--- src/rtl/reg_file_8x16.sv ---
// ---------------------------------------------------------------------------
// reg_file_8x16
//   Eight-entry register file with one write port, two registered read ports
//   and a sequential clear engine that zeroes one register per clock.
//
//   Ports
//     clk      in   rising-edge clock
//     rst      in   asynchronous active-high reset
//     we       in   write enable
//     waddr    in   [2:0] write register select
//     wdata    in   [DATA_W-1:0] write data
//     raddr_a  in   [2:0] read port A select
//     raddr_b  in   [2:0] read port B select
//     clr_req  in   start a clear of r0..r7 (ignored while a clear runs)
//     rdata_a  out  [DATA_W-1:0] read data A, one cycle after address sample
//     rdata_b  out  [DATA_W-1:0] read data B, one cycle after address sample
//     busy     out  high while the clear sequence runs
//     wr_drop  out  one-cycle pulse after a discarded write
//
//   Build option
//     REG_FILE_BYPASS_EN : when defined, an accepted write is forwarded to a
//     read port sampling the same address on the same edge. When undefined
//     the read returns the pre-write contents.
// ---------------------------------------------------------------------------
module reg_file_8x16 #(
  parameter int DATA_W = 16,
  parameter int NREGS  = 8
) (
  input  logic              clk,
  input  logic              rst,
  input  logic              we,
  input  logic [2:0]        waddr,
  input  logic [DATA_W-1:0] wdata,
  input  logic [2:0]        raddr_a,
  input  logic [2:0]        raddr_b,
  input  logic              clr_req,
  output logic [DATA_W-1:0] rdata_a,
  output logic [DATA_W-1:0] rdata_b,
  output logic              busy,
  output logic              wr_drop
);

  typedef enum logic {
    IDLE  = 1'b0,
    CLEAR = 1'b1
  } state_t;

  state_t            state;
  state_t            state_next;
  logic [2:0]        cnt;
  logic [2:0]        cnt_next;

  logic [DATA_W-1:0] regs [NREGS];

  logic              wr_accept;
  logic              wr_discard;
  logic              clear_en;

  // -------------------------------------------------------------------------
  // State register
  // -------------------------------------------------------------------------
  always_ff @(posedge clk or posedge rst) begin
    if (rst) begin
      state <= IDLE;
      cnt   <= '0;
    end else begin
      state <= state_next;
      cnt   <= cnt_next;
    end
  end

  // -------------------------------------------------------------------------
  // Next-state logic. The counter wraps 7 -> 0 on the same edge that returns
  // to IDLE, so every register is zeroed exactly once per clear.
  // -------------------------------------------------------------------------
  always_comb begin
    state_next = state;
    cnt_next   = cnt;
    unique case (state)
      IDLE: begin
        if (clr_req) begin
          state_next = CLEAR;
          cnt_next   = '0;
        end
      end
      CLEAR: begin
        cnt_next = cnt + 3'd1;
        if (cnt == 3'd7) begin
          state_next = IDLE;
        end
      end
      default: begin
        state_next = IDLE;
        cnt_next   = '0;
      end
    endcase
  end

  // -------------------------------------------------------------------------
  // Output / control decode. busy comes straight from the state flop, so it
  // is glitch-free and registered.
  // -------------------------------------------------------------------------
  always_comb begin
    busy       = (state == CLEAR);
    clear_en   = (state == CLEAR);
    wr_accept  = we && (state == IDLE) && !clr_req;
    wr_discard = we && ((state == CLEAR) || clr_req);
  end

  // -------------------------------------------------------------------------
  // Register array
  // -------------------------------------------------------------------------
  always_ff @(posedge clk or posedge rst) begin
    if (rst) begin
      for (int unsigned i = 0; i < NREGS; i++) begin
        regs[i] <= '0;
      end
    end else if (clear_en) begin
      regs[cnt] <= '0;
    end else if (wr_accept) begin
      regs[waddr] <= wdata;
    end
  end

  // -------------------------------------------------------------------------
  // Registered read ports (optionally forwarding an accepted write)
  // -------------------------------------------------------------------------
  always_ff @(posedge clk or posedge rst) begin
    if (rst) begin
      rdata_a <= '0;
      rdata_b <= '0;
    end else begin
`ifdef REG_FILE_BYPASS_EN
      rdata_a <= (wr_accept && (waddr == raddr_a)) ? wdata : regs[raddr_a];
      rdata_b <= (wr_accept && (waddr == raddr_b)) ? wdata : regs[raddr_b];
`else
      rdata_a <= regs[raddr_a];
      rdata_b <= regs[raddr_b];
`endif
    end
  end

  // -------------------------------------------------------------------------
  // Discarded-write indicator: one pulse on the cycle after the drop
  // -------------------------------------------------------------------------
  always_ff @(posedge clk or posedge rst) begin
    if (rst) begin
      wr_drop <= 1'b0;
    end else begin
      wr_drop <= wr_discard;
    end
  end

endmodule
--- config.mk ---
export PLATFORM = sky130hd
export DESIGN_NAME = reg_file_8x16
export DESIGN_NICKNAME = d
export VERILOG_FILES = /design/src/rtl/reg_file_8x16.sv
export SDC_FILE = /design/constraint.sdc
export NUM_CORES = 1
export LEC_CHECK = 0
export BUFFER_PORTS_ARGS = -buffer_cell sky130_fd_sc_hd__buf_4
export CAP_MARGIN = 20
export CORE_MARGIN = 10
export CORE_UTILIZATION = 50
export CTS_CLUSTER_SIZE = 40
export DETAILED_ROUTE_END_ITERATION = 7
export PLACE_DENSITY = 0.65
export SLEW_MARGIN = 5
export SYNTH_ARGS = -nofsm -noshare
export SYNTH_HDL_FRONTEND = slang
export SYNTH_SLANG_ARGS = --single-unit
--- constraint.sdc ---
create_clock -name clk -period 8.6 [get_ports clk]
set_input_delay 1.29 -clock clk [delete_from_list [all_inputs] [get_ports clk]]
set_output_delay 1.29 -clock clk [all_outputs]
set_load 0.01 [all_outputs]
Word-level counts from Yosys, hierarchy flattened
Index checks and enable logic that the tools add are counted.

word-level totals
  flip-flop bits (word level) = 165
  input port bits = 29

cells by class
  mux-type cells = 18
  magnitude comparators = 6
  equality and inequality tests = 2
  reduce and logical (&&, ||, !) cells = 8
  $add $sub $neg = 1
  bitwise gates (word level) = 7

operator list
  cell                   count
  $mux W128              2
  $and A128 B128 Y128    1
  $bwmux W128            1
  $not A128 Y128         1
  $bmux W16 S3           2
  $demux W16 S3          2
  $mux W16               6
  $ge A4 B4 Y1 const B   4
  $not A3 Y4             4
  $lt A4 B1 Y1 const B   2
  $pmux W3 S2            1
  $logic_and A1 B1 Y1    5
  $add A3 B1 Y3 const B  1
  $eq A3 B3 Y1 const B   1
  $mux W3                1
  $mux W1                2
  $ne A2 B2 Y1 const B   1
  $pmux W1 S2            1
  $reduce_bool A2 Y1     1
  $logic_not A1 Y1       1
  $logic_or A1 B1 Y1     1
  $not A1 Y1             1

Logic depth before layout (Yosys ltp)
Gate-level depths: netlist of run 1.

  depth after elaboration = 8
  mapped depth = 6
  gate-level depth less buffers = 3

Worst setup path after synthesis of run 1
Ideal clock, no wire load.

  path type = input to register
  start point = input port raddr_a[2]
  end point = register rdata_a[2]
  buffers on the path = 2
  path slack = 5849 ps
  arrival time = 2626 ps
  cell stages on the path = 4
  data required time = 8475 ps
  path through = clkbuf_1 buf_2 mux4_2 mux2_2

between the ends
  longest elaborated chain between the ends = 4

RTL lines
  what                                         RTL line  text
  from (decl)                                  34        input logic [2:0] raddr_a,
  $not A3 Y4 (implied by the code)             137       rdata_a <= regs[raddr_a];
  $bmux W16 S3                                 137
  $mux W16 (implied by the code) (2 in a row)  137
  to (signal assigned)                         137
  to (decl)                                    37        output logic [DATA_W-1:0] rdata_a,

Every way passes these cells. The select of a mux whose other input is x is not followed.
A chain may end at the register's enable or synchronous reset.

Worst setup path in the final report of run 1
  start point = input port clr_req
  end point = register regs[102] (netlist bit)

between the ends
  longest elaborated chain between the ends = 3

RTL lines
  what                                 RTL line  text
  from (decl)                          36        input logic clr_req,
  $logic_not A1 Y1                     106       wr_accept = we && (state == IDLE) && !clr_req;
  $logic_and A1 B1 Y1                  106
  $reduce_bool A2 Y1 (no source line)  --
  to (signal, indexed assignment)      121       regs[waddr] <= wdata;
  to (decl)                            53        logic [DATA_W-1:0] regs [NREGS];

Every way passes these cells.

==> results of run 1 <==
cell usage after synthesis, drive strengths merged (3+ instances only):
cell type / instances
dfrtp: 165
nand2: 129
mux2i: 128
mux4: 64
mux2: 33
buf: 25
clkbuf: 21
inv: 17
nor2: 5
nand4b: 3
nand4bb: 3
worst reg2reg max path: cells and delay by family, from the launching register on:
family	cells	cell delay, ns
muxes	1	0.21
DFF	1	0.54
buffers and inverters	1	0.35
and+or+nand+nor	2	1.10
power by group through the flow:
| stage | registers [uW] | logic, uW | clock network [uW] |
|---|---|---|---|
| global route | 1190 | 761 | 799 |
| finish | 1160 | 693 | 757 |
| floorplan | 1130 | 454 | 0 |
| global placement | 1150 | 659 | 0 |
| detailed placement | 1170 | 693 | 0 |
| CTS | 1160 | 697 | 767 |
metrics by stage:
step,cells,instance area [um^2]
3_3_place_gp,851,8830
4_1_cts,886,9450
3_5_place_dp,854,8870
5_1_grt,887,9470
6_report,887,9470
2_1_floorplan,610,8270
per-layer routing:
metal,GRT usage [%],part of all wire [%],vias up
met5,0,0,-
met4,5.10,1.0,0
met3,5.04,5.3,17
met2,31.7,49,128
met1,26.5,45,2817
li1,-,-,2288
cells in the final DEF (no fill, tap or decap), types with 2 or more instances in the layout:
master	n
clkinv_4	3
ha_1	2
buf_4	71
mux2_2	33
inv_1	16
a22o_1	2
clkbuf_16	17
nand4bb_1	3
nor2_2	4
nand4b_1	3
nand3b_1	2
mux4_2	64
nand2_1	129
mux2i_1	128
inv_6	3
buf_8	3
nor3_4	2
bufinv_16	2
clkinvlp_4	6
dfrtp_1	165
cell type report:
type,instances,share of cell area (%)
well taps,216,2.86
inverters,17,0.727
multi-input cells,382,40.4
clock inverters,14,1.63
flip-flops and latches,165,43.6
clock buffers,18,4.53
repair buffers,75,6.23
path summary, 6_finish.rpt:
path                                        from               endpoint  slack [ns]  cells after the start
max                                      clr_req  regs[102]$_DFFE_PP0P_        5.95                      5
min                        regs[116]$_DFFE_PP0P_  regs[116]$_DFFE_PP0P_        0.54                      2
min in group asynchronous                    rst   rdata_a[9]$_DFF_PP0_        1.00                      2
min reg2reg                regs[116]$_DFFE_PP0P_  regs[116]$_DFFE_PP0P_        0.54                      2
max in group asynchronous                    rst   regs[55]$_DFFE_PP0P_        6.06                      3
max reg2reg                       busy$_DFF_PP0_   regs[44]$_DFFE_PP0P_        6.32                      4
state kept, by name, indices dropped and copies added (netlist names):
name     flops
busy         1
wr_drop      1
rdata_a     16
cnt          3
rdata_b     16
regs       128
cell families (layout without fill, tap and decap cells):
group           count (synthesis)  count (layout)
buf+inv                        63             124
simple gates                  152             152
compound gates                  3               3
mux                           225             225
flops                         165             165
fa+ha+maj                       2               2
==> impl_metrics.ini, run 1 <==
[die]
initial_core_util_pct = 51.5
coreArea_um2 = 16100
rows = 46
io_pins = 63
die_area_um2 = 22100
dieHeight_um = 149
die_w_um = 149

[cells_and_area]
regArea_um2 = 4130
n_antenna_cell = 0
fin_nets = 689
utilization_pct = 58.9
drive_gt1_share_pct = 31.7
multi_input_area_um2 = 3820
fill_cells = 1279
synthToLayoutAreaGrowth_pct = 14.5

[synth]
synth_warnings = 0
synth_top_family_by_area = multiplexers
synth.top_cell.area_share_pct = 49.9
synth_top_cell_by_area = dfrtp_1
synth_area_leaders = dfrtp_1 (50%), mux4_2 (17%), mux2i_1 (15%), nand2_1 (5.9%), mux2_2 (4.5%)
avgSynthCellArea_um2 = 13.6
synth_xor_area_share_pct = 0
synth_nets = 641
synth_area_um2 = 8270
ys_async_sr_fraction_pct = 100
synthMuxAreaShare_pct = 37.4
synth-seq-cells = 165
synth-compound-area-share_pct = 0.272
synth_adder_area_share_pct = 0.303
synth_edf_count = 0
ys_seq_area_share_pct = 49.9
synth_simple_gate_area_share_pct = 8.26
synth_ff_type = dfrtp_1
syn_inst = 610
ys_types = 28

[power_and_ir_drop]
total_power_uw = 2620
netSwitchingPower_uw = 846
p_int_uw = 1770
clockPowerShare_pct = 28.9
power.density_nw_per_um2 = 276
ir_drop_v = 0.000217
p_comb_share_pct = 26.5
power.share.switching_pct = 32.4
power_frac_seq_pct = 44.5
p_leak_uw = 0.00433

[run_status]
outcome = complete, no violations

[timing]
fin_ws_ns = 5.95
slew_headroom_pct = 30.9
finalCritPeriodShare_pct = 30.9
finalSetupTns_ns = 0
rsz0062_at_grt = false
fmax_mhz = 377
holdWs_ns = 0.544
period_needed_ns = 2.65
hold_violations = 0
worst_pin_slew_ns = 1.03
drv_slew = 0
setup_viol = 0
skew_ns = 0.00745

[critical_path]
worst_ep_required_time_ns = 8.95
critPathLaunchType = input pin
path_buf_inv = 2
arrival_ns = 3.01
worstPathCellList = buf_4, or3_1, nor3_4, buf_4, mux2i_1
path_delay_family = simple AND/OR/NAND/NOR gates
cpMostUsedCell = buf_4
critical_path.max_fanout = 9
crit_path_max_incr_delay_ns = 0.54
path_class = input pin to register
cpMaxStageDelayCell = nor3_4
cp-end-kind = register

[global_route]
grt_pass1_vias = 5717
grt_pass1_wl_um = 33500
grt_overflow_total = 0
grt_max_degree = 93
antenna_found_initial = 0
grt.total_usage_pct = 19.9

[clock_network]
cts.clk_slew.worst_paths_ns = 0.07
h-tree-depth = 4
postCtsSetupBuffers = 0
ctsRootBufferMaster = clkbuf_16
cts_hold_buffers = 0
clk_path_buf_depth = 2
insertion_delay_ns = 0.43
cts_sinks = 165
tritoncts.num_buffers = 17
cts_tree = done
ctsResizeCount = 0

[placement]
port_buffers = 62
pre_cts_ws_ns = 5.51
hpwlAfterDp_um = 13000
place_congestion = 0.789

[flow_run]
drv_cap = 0

[route]
num_vias = 5250
wirelength_um = 21100
first_iter_violations = 425
postRouteAntennaNets = 0
first_pass_iters = 5
drc = 0
vias_per_cell = 5.92
post_drt_wl_per_cell_um = 23.8

[worst_hold_path]
hold_class = register to register
No activity file was read; power rests on OpenSTA's default activity.
==> run 2, diff against run 1 <==
Settings changed: PLACE_DENSITY 0.65 to 0.68.
Clock period 8.6 ns to 2.2 ns, I/O delays scaled along.
==> run 2 against run 1 <==
  * Utilization rose by 2.0 points
  * Register-to-register slack got worse by 6.0 ns
  * Cell count rose by 2.1%
  * Power rose to 4.0 times the previous value
  * Combinational power rose to 4.0 times the previous value
  * Sequential cell count did not move
  * Sequential power rose to 3.9 times the previous value
  * Cell area rose by 3.4%
  * Clock power rose to 4.1 times the previous value
  * Critical endpoint is now regs[115]$_DFFE_PP0P_
==> impl_metrics.ini, run 2 (same netlist as run 1, synthesis figures left out) <==
[cells_and_area]
largestRegisters = regs (128), rdata_a (16), rdata_b (16)
drive_gt1_share_pct = 33.6
layout_commonest_cell = dfrtp_1
regArea_um2 = 4130
synthToLayoutAreaGrowth_pct = 18.4
layout_common_cells = dfrtp_1 (165), nand2_1 (129), mux2i_1 (128)
largest_reg_flops = 128
final_area_um2 = 9790
multi_input_area_um2 = 3820
fill_cells = 1209
fin_nets = 709
regMostFlops = regs
n_antenna_cell = 0

[clock_network]
postCtsSetupBuffers = 0
h-tree-depth = 4
cts_hold_buffers = 0
cts_sinks = 165
ctsResizeCount = 0
cts.clk_slew.worst_paths_ns = 0.06
insertion_delay_ns = 0.43
ctsRootBufferMaster = clkbuf_16
cts_tree = done
clk_path_buf_depth = 2
tritoncts.num_buffers = 17

[route]
postRouteAntennaNets = 0
first_pass_iters = 5
post_drt_wl_per_cell_um = 22.9
drc = 0
num_vias = 5343
wirelength_um = 20800
vias_per_cell = 5.90
first_iter_violations = 489

[timing]
finalCritPeriodShare_pct = 85.0
setup_viol = 0
period_needed_ns = 1.87
rsz0062_at_grt = false
skew_ns = 0.0107
fmax_mhz = 535
slew_headroom_pct = 68.9
hold_violations = 0
holdWs_ns = 0.0446
worst_pin_slew_ns = 0.466
fin_ws_ns = 0.331
drv_slew = 0

[die]
initial_core_util_pct = 51.5
coreArea_um2 = 16100
io_pins = 63
die_w_um = 149
die_area_um2 = 22100
rows = 46
dieHeight_um = 149

[global_route]
antenna_found_initial = 0
grt_pass1_wl_um = 33100
grt_pass1_vias = 5774
grt_max_degree = 87
grt.total_usage_pct = 19.5
grt_overflow_total = 0

[critical_path]
endpoint = regs[115]$_DFFE_PP0P_
critical_path.max_fanout = 16
path_delay_family = simple AND/OR/NAND/NOR gates
critPathLaunchType = register
path_buf_inv = 0
crit_cells = 3
critPathLaunch = busy$_DFF_PP0_
crit_path_max_incr_delay_ns = 0.88
cpMaxStageDelayCell = or4b_2
path_class = register to register
worstPathCellList = or4b_2, nand2_1, mux2i_1
arrival_ns = 2.16
worst_ep_required_time_ns = 2.50
reg2reg_to = regs[115]$_DFFE_PP0P_
reg2regPathDepth = 3
r2r_start = busy$_DFF_PP0_
cp-end-kind = register
reg2reg_setup_slack_ns = 0.33

[power_and_ir_drop]
clockPowerShare_pct = 29.7
p_leak_uw = 0.00450
p_int_uw = 7180
power_frac_seq_pct = 43.5
ir_drop_v = 0.000804
power.density_nw_per_um2 = 1060
power.share.switching_pct = 30.7
netSwitchingPower_uw = 3180
p_comb_share_pct = 26.8

[worst_hold_path]
hold_class = input pin to asynchronous set/reset pin

[flow_run]
drv_cap = 0

[placement]
dpl_cell_area_um2 = 9180
hpwlAfterDp_um = 13100
port_buffers = 62
pre_cts_ws_ns = 0.368
place_congestion = 0.755

[run_status]
outcome = complete, no violations
run 2: cell count changes in the layout (fill, tap and decap cells not counted):
cell,delta
inv_6,-3
clkinvlp_4,-3
buf_12,+14
clkbuf_8,+4
clkinv_2,+3
clkinv_4,-3
buf_6,-1
bufinv_16,+1
buf_8,-3
buf_4,+10
run 2: metal layers:
metal  part of all wire [%]  GRT usage (%)
met4                    1.5           5.80
met5                      0              0
met3                    5.2           4.58
met2                     50           32.2
met1                     43           25.1
run 2: through the flow:
step           utilization [%]  instances  power, uW  setup TNS [ns]
2_1_floorplan                -        610       6180          -37.75
3_3_place_gp              57.2        875       7160               0
5_1_grt                   61.0        906      10900               0
4_1_cts                   61.0        906      10400               0
6_report                  61.0        906      10400               0
3_5_place_dp              57.2        875       7320               0
run 2: power groups by stage:
stage          Combinational (uW)  Sequential (uW)  Clock, uW
2_1_floorplan                1780             4410          0
3_3_place_gp                 2700             4460          0
3_5_place_dp                 2790             4530          0
4_1_cts                      2810             4490       3110
5_1_grt                      3030             4620       3250
6_report                     2780             4500       3080
run 2: tightest hold or removal path, cell delays in order:
cell and delay [ns]:
buf_4 0.12, clkinvlp_4 0.10, buf_12 0.35
run 2: worst min path at each step:
stage                           end  slack, ns  cells past startpoint
2_1_floorplan     wr_drop$_DFF_PP0_       0.47                      1
3_3_place_gp   rdata_b[9]$_DFF_PP0_       0.52                      3
3_5_place_dp   rdata_b[9]$_DFF_PP0_       0.53                      3
4_1_cts        rdata_b[9]$_DFF_PP0_       0.08                      3
5_1_grt        rdata_b[9]$_DFF_PP0_       0.09                      3
6_report       regs[23]$_DFFE_PP0P_       0.04                      3
run 2: final cells by class:
| type | count | area share (%) |
|---|---|---|
| Tap cell | 216 | 2.76 |
| Sequential cell | 165 | 42.2 |
| Multi-Input combinational cell | 382 | 39.1 |
| Clock inverter | 9 | 1.28 |
| Inverter | 17 | 0.690 |
| Clock buffer | 22 | 4.95 |
| Timing Repair Buffer | 95 | 9.07 |
==> run 3, diff against run 2 <==
Settings changed: PLACE_DENSITY 0.68 to 0.65.
Clock period 2.2 ns to 1.8 ns, I/O delays scaled along.
==> run 3 against run 2 <==
  * Clock-buffer cell count fell by 4
  * Worst setup slack got worse by 0.14 ns
  * Hold slack improved by 0.062 ns
  * Global-route usage rose by 0.33 points
  * Die area did not move
  * Register-to-register slack got worse by 0.14 ns
  * Power rose by 21%
  * Cell count rose by 1.4%
  * Critical path type unchanged
  * Critical endpoint is now regs[35]$_DFFE_PP0P_
==> impl_metrics.ini, run 3 (same netlist as run 1, synthesis figures left out) <==
[critical_path]
reg2reg_setup_slack_ns = 0.19
critical_path.max_fanout = 16
worst_ep_required_time_ns = 2.15
arrival_ns = 1.95
cp-end-kind = register
path_class = register to register
cpMaxStageDelayCell = or3b_4
critPathLaunchType = register
crit_path_max_incr_delay_ns = 0.44
worstPathCellList = or3b_4, nor3_4, buf_12, mux2i_1

[cells_and_area]
synthToLayoutAreaGrowth_pct = 19.0
final_area_um2 = 9840
n_antenna_cell = 0
regMostFlops = regs
drive_gt1_share_pct = 34.7
layout_common_cells = dfrtp_1 (165), nand2_1 (129), mux2i_1 (128)
layout_commonest_cell = dfrtp_1
layout.cells.non_filler = 919
fin_nets = 721
largest_reg_flops = 128
largestRegisters = regs (128), rdata_a (16), rdata_b (16)
fill_cells = 1233

[placement]
port_buffers = 62
hpwlAfterDp_um = 14100
dp_cells = 886
place_congestion = 0.800
dpl_cell_area_um2 = 9260

[power_and_ir_drop]
power.density_nw_per_um2 = 1280
total_power_uw = 12600
ir_drop_v = 0.00118
p_leak_uw = 0.00453

[route]
first_iter_violations = 369
post_drt_wl_per_cell_um = 23.0
num_vias = 5405
postRouteAntennaNets = 0
vias_per_cell = 5.88
drc = 0
first_pass_iters = 4
wirelength_um = 21100

[global_route]
grt_max_degree = 69
antenna_found_initial = 0
grt_overflow_total = 0
grt_pass1_vias = 5862
grt.total_usage_pct = 19.9
grt_pass1_wl_um = 33800

[clock_network]
clk_path_buf_depth = 2
h-tree-depth = 4
ctsResizeCount = 0
cts_sinks = 165
insertion_delay_ns = 0.43
cts.clk_slew.worst_paths_ns = 0.06
cts_tree = done
ctsRootBufferMaster = clkbuf_16
tritoncts.num_buffers = 17

[run_status]
outcome = complete, no violations

[die]
rows = 46
dieHeight_um = 149
initial_core_util_pct = 51.5
die_w_um = 149
io_pins = 63
die_area_um2 = 22100
coreArea_um2 = 16100

[timing]
slew_headroom_pct = 68.2
hold_violations = 0
setup_viol = 0
drv_slew = 0
holdWs_ns = 0.107
finalCritPeriodShare_pct = 89.2
rsz0062_at_grt = false
worst_pin_slew_ns = 0.476
fmax_mhz = 623
skew_ns = 0.0101
period_needed_ns = 1.61

[flow_run]
drv_cap = 0

[worst_hold_path]
hold_class = input pin to register
==> run 3: final cells by class <==
class | count | area (um^2) | area share (%)
Multi-Input combinational cell | 382 | 3830 | 39.0
Clock inverter | 14 | 138 | 1.40
Timing Repair Buffer | 107 | 968 | 9.84
Tap cell | 216 | 270 | 2.75
Clock buffer | 18 | 429 | 4.36
Inverter | 17 | 67.6 | 0.687
Sequential cell | 165 | 4130 | 42.0
==> run 3: timing repair <==
item	CTS	global route
endpoints found under the hold margin	14	0
hold buffers	1	0
setup buffers	0	0
==> run 3: per-layer routing <==
layer,part of all wire (%),global-route usage (%)
met1,43,25.3
met2,51,32.5
met3,4.3,5.07
met4,1.7,6.14
met5,0,0
==> run 3: stage by stage <==
stage                     util, %  worst slack (ns)  TNS, ns
after floorplan                 -            -0.569   -94.38
after global placement       57.7             0.204        0
after detailed placement     57.7             0.171        0
after CTS                    61.3             0.180        0
after global routing         61.3             0.108        0
final                        61.3             0.194        0
==> run 3: final timing paths <==
path	start	endpoint	cells past startpoint
max in group asynchronous	rst	regs[45]$_DFFE_PP0P_	4
worst max register to register	busy$_DFF_PP0_	regs[35]$_DFFE_PP0P_	4
worst min register to register	regs[64]$_DFFE_PP0P_	regs[64]$_DFFE_PP0P_	2
min in group asynchronous	rst	regs[7]$_DFFE_PP0P_	3
worst min-delay path	we	wr_drop$_DFF_PP0_	2
worst max-delay path	busy$_DFF_PP0_	regs[35]$_DFFE_PP0P_	4
==> run 3: power breakdown <==
group          switching [uW]  internal, uW  total [uW]  leakage [uW]
registers                 737          4750        5480       0.00226
logic                    1760          1760        3530       0.00200
clock network            1520          2030        3540      0.000271
==> run 3: worst max-delay path: cells and delay by family (launching register included) <==
kind	cells	cell delay, ns
mux	1	0.22
buf+inv	1	0.21
simple gates	2	0.66
flops	1	0.42
